`config.mk`:
```
export PLATFORM = sky130hd
export DESIGN_NAME = ifu_fetch_queue
export DESIGN_NICKNAME = d
export VERILOG_FILES = /design/src/rtl/ifu_fetch_queue.sv
export SDC_FILE = /design/constraint.sdc
export NUM_CORES = 1
export LEC_CHECK = 0
export CAP_MARGIN = 10
export CORE_ASPECT_RATIO = 1.75
export CORE_MARGIN = 3
export CORE_UTILIZATION = 54
export CTS_CLUSTER_DIAMETER = 200
export DETAILED_ROUTE_END_ITERATION = 8
export PLACE_DENSITY = 0.87
export SYNTH_ARGS = -nofsm -noshare
export SYNTH_HDL_FRONTEND = slang
export SYNTH_SLANG_ARGS = --single-unit
```
`constraint.sdc`:
```
create_clock -name clk -period 6.8 [get_ports clk]
set_input_delay 1.02 -clock clk [delete_from_list [all_inputs] [get_ports clk]]
set_output_delay 1.02 -clock clk [all_outputs]
set_load 0.01 [all_outputs]
```
`src/rtl/ifu_fetch_queue.sv`:
```
// Instruction fetch front end: drives the MMU inst channel and buffers returned
// {pc, inst} pairs for decode. Define IFQ_PERF_CNT_EN to add performance counters.
module ifu_fetch_queue #(
  parameter int          DEPTH    = 8,
  parameter logic [31:0] RESET_PC = 32'hBFC00000
) (
  input  logic        clk,
  input  logic        rst,
  output logic        inst_en,
  output logic [31:0] inst_addr,
  input  logic        inst_ok,
  input  logic        inst_ok_1,
  input  logic        inst_ok_2,
  input  logic [31:0] inst_data_1,
  input  logic [31:0] inst_data_2,
  input  logic        flush,
  input  logic [31:0] flush_pc,
  output logic        out_valid_1,
  output logic [31:0] out_inst_1,
  output logic [31:0] out_pc_1,
  output logic        out_valid_2,
  output logic [31:0] out_inst_2,
  output logic [31:0] out_pc_2,
  input  logic [1:0]  deq_num
`ifdef IFQ_PERF_CNT_EN
  ,
  output logic [31:0] perf_fetch_cnt,
  output logic [31:0] perf_full_cyc
`endif
);

  localparam int AW = $clog2(DEPTH);

  typedef enum logic [1:0] {IDLE, FETCH, WAIT_SPACE, DISCARD} state_t;

  state_t        state;
  logic [31:0]   pc_mem   [DEPTH];
  logic [31:0]   inst_mem [DEPTH];
  logic [AW-1:0] head, tail;
  logic [AW:0]   count;
  logic [31:0]   target;

  logic [1:0]    wr_num, pop_num, deq_req;
  logic [AW:0]   count_next;
  logic          space_ok;
  logic [31:0]   flush_tgt, addr_step;
  logic [AW-1:0] head_p1, tail_p1;

  // NOTE: every always_comb output gets a default first so no path can infer a latch.
  always_comb begin
    wr_num    = 2'd0;
    pop_num   = 2'd0;
    deq_req   = (deq_num == 2'd3) ? 2'd2 : deq_num;
    flush_tgt = flush_pc & ~32'h3;
    addr_step = inst_ok_1 ? (inst_ok_2 ? 32'd8 : 32'd4) : 32'd0;
    head_p1   = head + 1'b1;
    tail_p1   = tail + 1'b1;

    if (state == FETCH && inst_ok && !flush && inst_ok_1)
      wr_num = inst_ok_2 ? 2'd2 : 2'd1;

    // An over-sized dequeue is clamped to what is actually held.
    if (!flush)
      pop_num = (count < (AW+1)'(deq_req)) ? count[1:0] : deq_req;

    count_next = flush ? '0 : count + (AW+1)'(wr_num) - (AW+1)'(pop_num);
    space_ok   = count_next <= (AW+1)'(DEPTH - 2);
  end

  assign out_valid_1 = count >= (AW+1)'(1);
  assign out_valid_2 = count >= (AW+1)'(2);
  assign out_pc_1    = pc_mem[head];
  assign out_inst_1  = inst_mem[head];
  assign out_pc_2    = pc_mem[head_p1];
  assign out_inst_2  = inst_mem[head_p1];

  // NOTE: queue storage has no reset; count gates validity, so stale contents are never observed.
  always_ff @(posedge clk) begin
    if (wr_num != 2'd0) begin
      pc_mem[tail]   <= inst_addr;
      inst_mem[tail] <= inst_data_1;
    end
    if (wr_num == 2'd2) begin
      pc_mem[tail_p1]   <= inst_addr + 32'd4;
      inst_mem[tail_p1] <= inst_data_2;
    end
  end

  // NOTE: sequential state uses non-blocking assignments so all registers update from pre-edge values.
  always_ff @(posedge clk or posedge rst) begin
    if (rst) begin
      state     <= IDLE;
      inst_en   <= 1'b0;
      inst_addr <= RESET_PC;
      target    <= RESET_PC;
      count     <= '0;
      head      <= '0;
      tail      <= '0;
    end else begin
      count <= count_next;
      tail  <= tail + AW'(wr_num);
      head  <= flush ? tail : head + AW'(pop_num);

      case (state)
        IDLE: begin
          state   <= FETCH;
          inst_en <= 1'b1;
          if (flush) begin
            target    <= flush_tgt;
            inst_addr <= flush_tgt;
          end
        end
        FETCH: begin
          if (flush) begin
            target <= flush_tgt;
            if (inst_ok) begin
              inst_addr <= flush_tgt;
              state     <= FETCH;
            end else begin
              // The MMU still owns the old address; its reply must be absorbed first.
              state <= DISCARD;
            end
            inst_en <= 1'b1;
          end else if (inst_ok) begin
            inst_addr <= inst_addr + addr_step;
            state     <= space_ok ? FETCH : WAIT_SPACE;
            inst_en   <= space_ok;
          end
        end
        WAIT_SPACE: begin
          if (flush) begin
            target    <= flush_tgt;
            inst_addr <= flush_tgt;
            state     <= FETCH;
            inst_en   <= 1'b1;
          end else if (space_ok) begin
            state   <= FETCH;
            inst_en <= 1'b1;
          end
        end
        DISCARD: begin
          if (flush) target <= flush_tgt;
          if (inst_ok) begin
            inst_addr <= flush ? flush_tgt : target;
            state     <= FETCH;
          end
          inst_en <= 1'b1;
        end
        default: begin
          state   <= IDLE;
          inst_en <= 1'b0;
        end
      endcase
    end
  end

`ifdef IFQ_PERF_CNT_EN
  // Flush deliberately leaves these running totals untouched.
  always_ff @(posedge clk or posedge rst) begin
    if (rst) begin
      perf_fetch_cnt <= '0;
      perf_full_cyc  <= '0;
    end else begin
      perf_fetch_cnt <= perf_fetch_cnt + 32'(wr_num);
      perf_full_cyc  <= perf_full_cyc + 32'(state == WAIT_SPACE);
    end
  end
`else
  // Counters are not built in this configuration.
`endif

endmodule

```
### Word level (Yosys, flattened, before mapping)

Memory sizes are Yosys's and may differ from the RTL's.
Index checks and enable logic that the tools add are counted.

| operators by class | value |
|---|---|
| equality and inequality tests | 10 |
| bitwise gates (word level) | 0 |
| multiply operators | 0 |
| shift operators | 0 |
| order comparisons | 4 |
| reduce and logical (&&, ||, !) cells | 12 |
| add/subtract/negate cells | 8 |
| div/mod/pow operators | 0 |
| mux-type cells | 34 |

Operator list:

| cell | number |
|---|---|
| 32-bit two-way mux | 7 |
| 32-bit one-hot mux with 3 select lines | 1 |
| 32-bit by 3-bit adder with 32-bit output (second input constant) | 1 |
| 32-bit by 4-bit adder with 32-bit output | 1 |
| 2-bit two-way mux | 12 |
| 4-bit two-way mux | 3 |
| 2-bit == test (second input constant) | 4 |
| 1-bit two-way mux | 8 |
| 2-bit one-hot mux with 4 select lines | 1 |
| 3-bit by 1-bit adder with 3-bit output (second input constant) | 2 |
| 3-bit by 2-bit adder with 3-bit output | 2 |
| 3-bit != test (second input constant) | 2 |
| 3-bit AND reduction | 2 |
| 4-bit by 2-bit adder with 4-bit output | 1 |
| 4-bit by 1-bit >= comparator with 1-bit output (second input constant) | 1 |
| 4-bit by 2-bit >= comparator with 1-bit output (second input constant) | 1 |
| 4-bit by 3-bit less-or-equal comparator with 1-bit output (second input constant) | 1 |
| 4-bit by 2-bit less-than comparator with 1-bit output | 1 |
| 2-bit != test (second input constant) | 2 |
| 2-bit OR reduction | 2 |
| 4-bit OR reduction | 1 |
| 4-bit by 2-bit subtractor with 4-bit output | 1 |
| 1-bit logical AND | 3 |
| 3-bit two-way mux | 1 |
| other kinds (7) | 7 |

| storage, ports and cells | value |
|---|---|
| output and inout bits | 163 |
| memories | 2 |
| bits of input ports | 104 |
| memory bits (read-only) | 0 |
| bits in writable memories | 512 |
| bits in latches | 0 |
| flip-flop bits (word level) | 77 |
| logic and storage cells | 77 |

Memory list:

| memory | words | width | read ports | clocked after Yosys merged registers in | write ports | line | source |
|---|---|---|---|---|---|---|---|
| inst_mem | 8 | 32 | 2 | 0 | 2 | 38 | `logic [31:0] inst_mem [DEPTH];` |
| pc_mem | 8 | 32 | 2 | 0 | 2 | 37 | `logic [31:0] pc_mem [DEPTH];` |

### Depth between registers and ports, before layout

| logic depth | value |
|---|---|
| depth after elaboration | 13 |
| gate-level depth with buffers | 14 |
| depth with buffers taken out | 14 |

### Worst setup path after synthesis

OpenSTA, ideal clock, no wires.

| path | value |
|---|---|
| path type | input -> register |
| start point | input port flush |
| end point | memory inst_mem[2][0], enable pin |
| data required time | 6219 ps |
| arrival | 6465 ps |
| setup time | 581 ps |
| buffers on the path | 1 |
| setup slack | -246 ps |
| stages | 4 |
| cell sequence | nor4bb_1 buf_2 nand3_1 o31ai_1 |

RTL lines:

| element | line | source |
|---|---|---|
| start, declared | 16 | `input logic flush,` |
| end, declared | 38 |  |

### Final worst setup path

| path | value |
|---|---|
| start point | register head[1] |
| end point | output port out_pc_2[31] |

| on the way | value |
|---|---|
| cells in the longest elaborated chain, start to end | 2 |

RTL lines:

| element | line | source |
|---|---|---|
| start, declared | 39 | `logic [AW-1:0] head, tail;` |
| start signal, assigned | 102 | `head <= flush ? tail : head + AW'(pop_num);` |
| 3-bit by 1-bit adder with 3-bit output | 56 | `head_p1 = head + 1'b1;` |
| memory read 8 x 32 bit | n/a |  |
| end, declared | 23 | `output logic [31:0] out_pc_2,` |

No other way between the ends.

==> Flow_metrics.wiki <==
{| class="wikitable"
! Metric !! Value
|-
| Router iterations before antenna repair || 6
|-
| Share of the core filled with cells in the final layout || 61.87%
|-
| Data arrival time of the worst path || 4480 ps
|-
| Syn-to-layout area delta || 13.19%
|-
| Reg2Reg Setup Slack || 2700 ps
|-
| Final count of hold timing violations || 0
|-
| Height of the die || 343.6 um
|-
| Die area || 0.06834 mm^2
|-
| Measured slew at the worst slew-check pin || 1139 ps
|-
| Congestion Overflow GR || 0
|-
| Internal power of the cells || 10.85 mW
|-
| Post-Place Cell Area || 0.03803 mm^2
|-
| Yosys top cell area share || 43.72%
|-
| Switching power || 6.346 mW
|-
| Mapped Avg Cell Area || 11.74 um^2
|-
| Number of gates given a new drive strength after cts || 0
|-
| Wirelength per Cell || 27.46 um
|-
| DRC marker count from the first detailed-route iteration || 2870
|-
| Post-layout instance count excluding filler cells || 3917
|-
| Hold Crit Class || flop to flop
|-
| Clock insertion delay at the later pin of the skew report || 650 ps
|-
| CP peak stage delay || 1090 ps
|-
| PortBufs || 264
|-
| Yosys warns || 0
|-
| Final worst-path cycle share || 80.83%
|-
| Remaining antenna violation count after routing || 0
|-
| Hold Buf Count CTS || 0
|-
| Number of nets in the finished design || 3179
|-
| Proportion of synthesized chip area in sequential cells || 49.27%
|-
| Depth of the worst register-to-register path || 4
|-
| Post-route DRC violation count || 0
|-
| Via count of the first global-routing pass || 26460
|-
| Largest area contributor in the netlist || sky130_fd_sc_hd__edfxtp_1
|-
| Cells taking the most area after synthesis || sky130_fd_sc_hd__edfxtp_1, sky130_fd_sc_hd__mux4_2, sky130_fd_sc_hd__nand2_1
|-
| Number of clock sinks || 589
|-
| Via count || 26060
|-
| Fmax || 0.1819 GHz
|-
| Fin Clk Skew || 20.03 ps
|-
| Area of the core region || 0.06433 mm^2
|-
| Setup crit start kind || flop
|-
| Final weighted congestion in routability-driven placement || 0.9197
|-
| Hold Crit Depth || 1
|-
| Fraction of layout instances using a drive strength above 1 || 20.25%
|-
| CP Capture Type || output port
|-
| Maximum fanout encountered on the critical timing path || 50
|-
| Worst Path Required || 5780 ps
|-
| Number of antenna violations at the first check in global routing || 5
|-
| Number of enable flip-flop cells after synthesis || 512
|-
| Initial core utilization || 54.66%
|-
| CTS Root Cell || sky130_fd_sc_hd__clkbuf_16
|-
| Switching power as a share of total power || 36.90%
|-
| Overall Global Routing Usage || 31.24%
|-
| Part of the power in combinational logic || 50.5%
|-
| Leading cell types in the layout, fill and taps excluded || sky130_fd_sc_hd__nand2_1, sky130_fd_sc_hd__edfxtp_1, sky130_fd_sc_hd__clkdlybuf4s50_1
|-
| Area of the mapped netlist || 0.03516 mm^2
|-
| Library cell contributing the largest single delay on the critical path || sky130_fd_sc_hd__dfrtp_4
|-
| Inserted Clock Buffers || 55
|-
| Part of the power in registers || 31.5%
|-
| Final HPWL from detailed placement || 64.46 mm
|-
| Boundary Pins || 267
|-
| Slew Limit Fails || 0
|-
| Total chip power || 17.20 mW
|-
| Post-Syn Nets || 3118
|-
| Level count of the clock H-tree || 2
|-
| Width of the die || 198.9 um
|-
| Final wirelength || 107.5 mm
|-
| Setup CP Type || flop to output port
|-
| Wire length of the first global-routing pass || 158.9 mm
|-
| Leakage power || 13.90 nW
|-
| # Post-CTS Setup Buffers || 0
|-
| Maximum buffer depth of the clock tree || 3
|-
| Number of max-cap violations || 0
|-
| Power per cell area || 432.1 mW/mm^2
|-
| Fillers || 4690
|-
| Vias/cell || 6.652
|-
| Final critical path time including I/O delays and setup || 5497 ps
|-
| # placed instances || 3812
|-
| Clock tree from TritonCTS || done
|-
| Min setup slack post-route || 1303 ps
|-
| #FFs+latches synth || 589
|-
| Count of endpoints failing setup in the final report || 0
|-
| Worst-case vdd ir drop || 0.0004475 V
|-
| Leading cell type in the layout, fill and taps excluded || sky130_fd_sc_hd__nand2_1
|-
| Cells after synthesis || 2996
|-
| Maximum number of pins on one net before global-route repair || 133
|-
| Share of total power in the clock network || 18.0%
|-
| Relative slew margins || 23.47%
|-
| Post-route standard cell area excluding fillers || 0.03980 mm^2
|-
| Share of async-settable or async-resettable flops after synthesis || 13.07%
|-
| Clock slew seen by the registers of the worst setup and hold paths || 70 ps
|-
| Worst setup timing slack at the placement stage || 1847 ps
|-
| Cell variety after synth || 73
|-
| Critical path cell sequence || ha_4 > buf_4 > mux4_2 > mux2_2 > clkdlybuf4s50_1
|-
| Outcome || completed
|-
| Main flop type after synthesis || sky130_fd_sc_hd__edfxtp_1
|-
| Unrepaired setup endpoints after global routing || false
|-
| FP Rows || 123
|}
metrics by stage:
step | TNS (ps) | hold slack [ps]
after floorplan | -16040 | 465.1
after global placement | 0 | 481.2
after detailed placement | 0 | 489.5
after CTS | 0 | 503.9
after global routing | 0 | 512.6
final | 0 | 504.8
worst max-delay path: cells and delay by family (launching register included):
kind | cells | cell delay (ps)
flops | 1 | 1090
buf+inv | 2 | 1060
fa+ha+maj | 1 | 940
mux | 2 | 710
worst paths after layout:
kind,endpoint,startpoint
worst max-delay path,out_pc_2[31],head[1]
worst min-delay path,target[16],target[16]
worst max register to register,pc_mem[1][27],state[0]
worst min register to register,target[16],target[16]
max in group asynchronous,head[1],rst
min in group asynchronous,count[2],rst
per-layer routing:
metal | track usage [%] | routed length [um] | up-vias | part of all wire (%)
met4 | 20.43 | 8210 | 2 | 7.6
met2 | 52.72 | 53100 | 2025 | 49
met5 | 0 | 13 | - | 0.012
met3 | 5.850 | 11990 | 521 | 11
met1 | 36.39 | 34240 | 12600 | 32
li1 | - | - | 10910 | -
cells by family after synthesis:
group                      Yosys count  share of synthesized area (%)
muxes                              421                          21.66
AOI/OAI and AO/OA                  136                          2.669
xor gates and xnor gates           238                          5.928
adders and majority gates           18                         0.7472
and+or+nand+nor                   1238                          15.20
DFF                                589                          49.27
buffers and inverters              356                          4.533
state kept, by name, indices dropped and copies added, names as in the netlist:
register	count
count	4
head	3
inst_addr	32
inst_en	1
inst_mem	256
pc_mem	256
state	2
tail	3
target	32
power groups by stage:
| stage | logic [mW] | clock network [mW] | registers [mW] |
|---|---|---|---|
| 3_3_place_gp | 8.49 | 0 | 5.44 |
| 6_report | 8.68 | 3.09 | 5.43 |
| 5_1_grt | 9.18 | 3.24 | 5.47 |
| 4_1_cts | 8.73 | 3.11 | 5.40 |
| 3_5_place_dp | 8.67 | 0 | 5.47 |
| 2_1_floorplan | 5.91 | 0 | 4.77 |
cell usage after synthesis, drive strengths merged, types with 36 or more instances:
master  instances
nand2         933
edfxtp        512
mux4          256
xnor2         204
buf           185
mux2          160
clkbuf        133
nand3          86
dfrtp          59
nor3           42
inv            37
o21ai          36
layout make-up:
class / count / area [um^2] / area share, %
clock inverters: 28 / 249.0 / 0.6256
inverters: 38 / 143.9 / 0.3615
diodes: 4 / 10.01 / 0.02515
flip-flops and latches: 589 / 17340 / 43.55
repair buffers: 322 / 3123 / 7.846
clock buffers: 73 / 1511 / 3.797
multi-input cells: 2051 / 16410 / 41.24
well taps: 812 / 1016 / 2.553
Power figures use the tool's default switching activity.
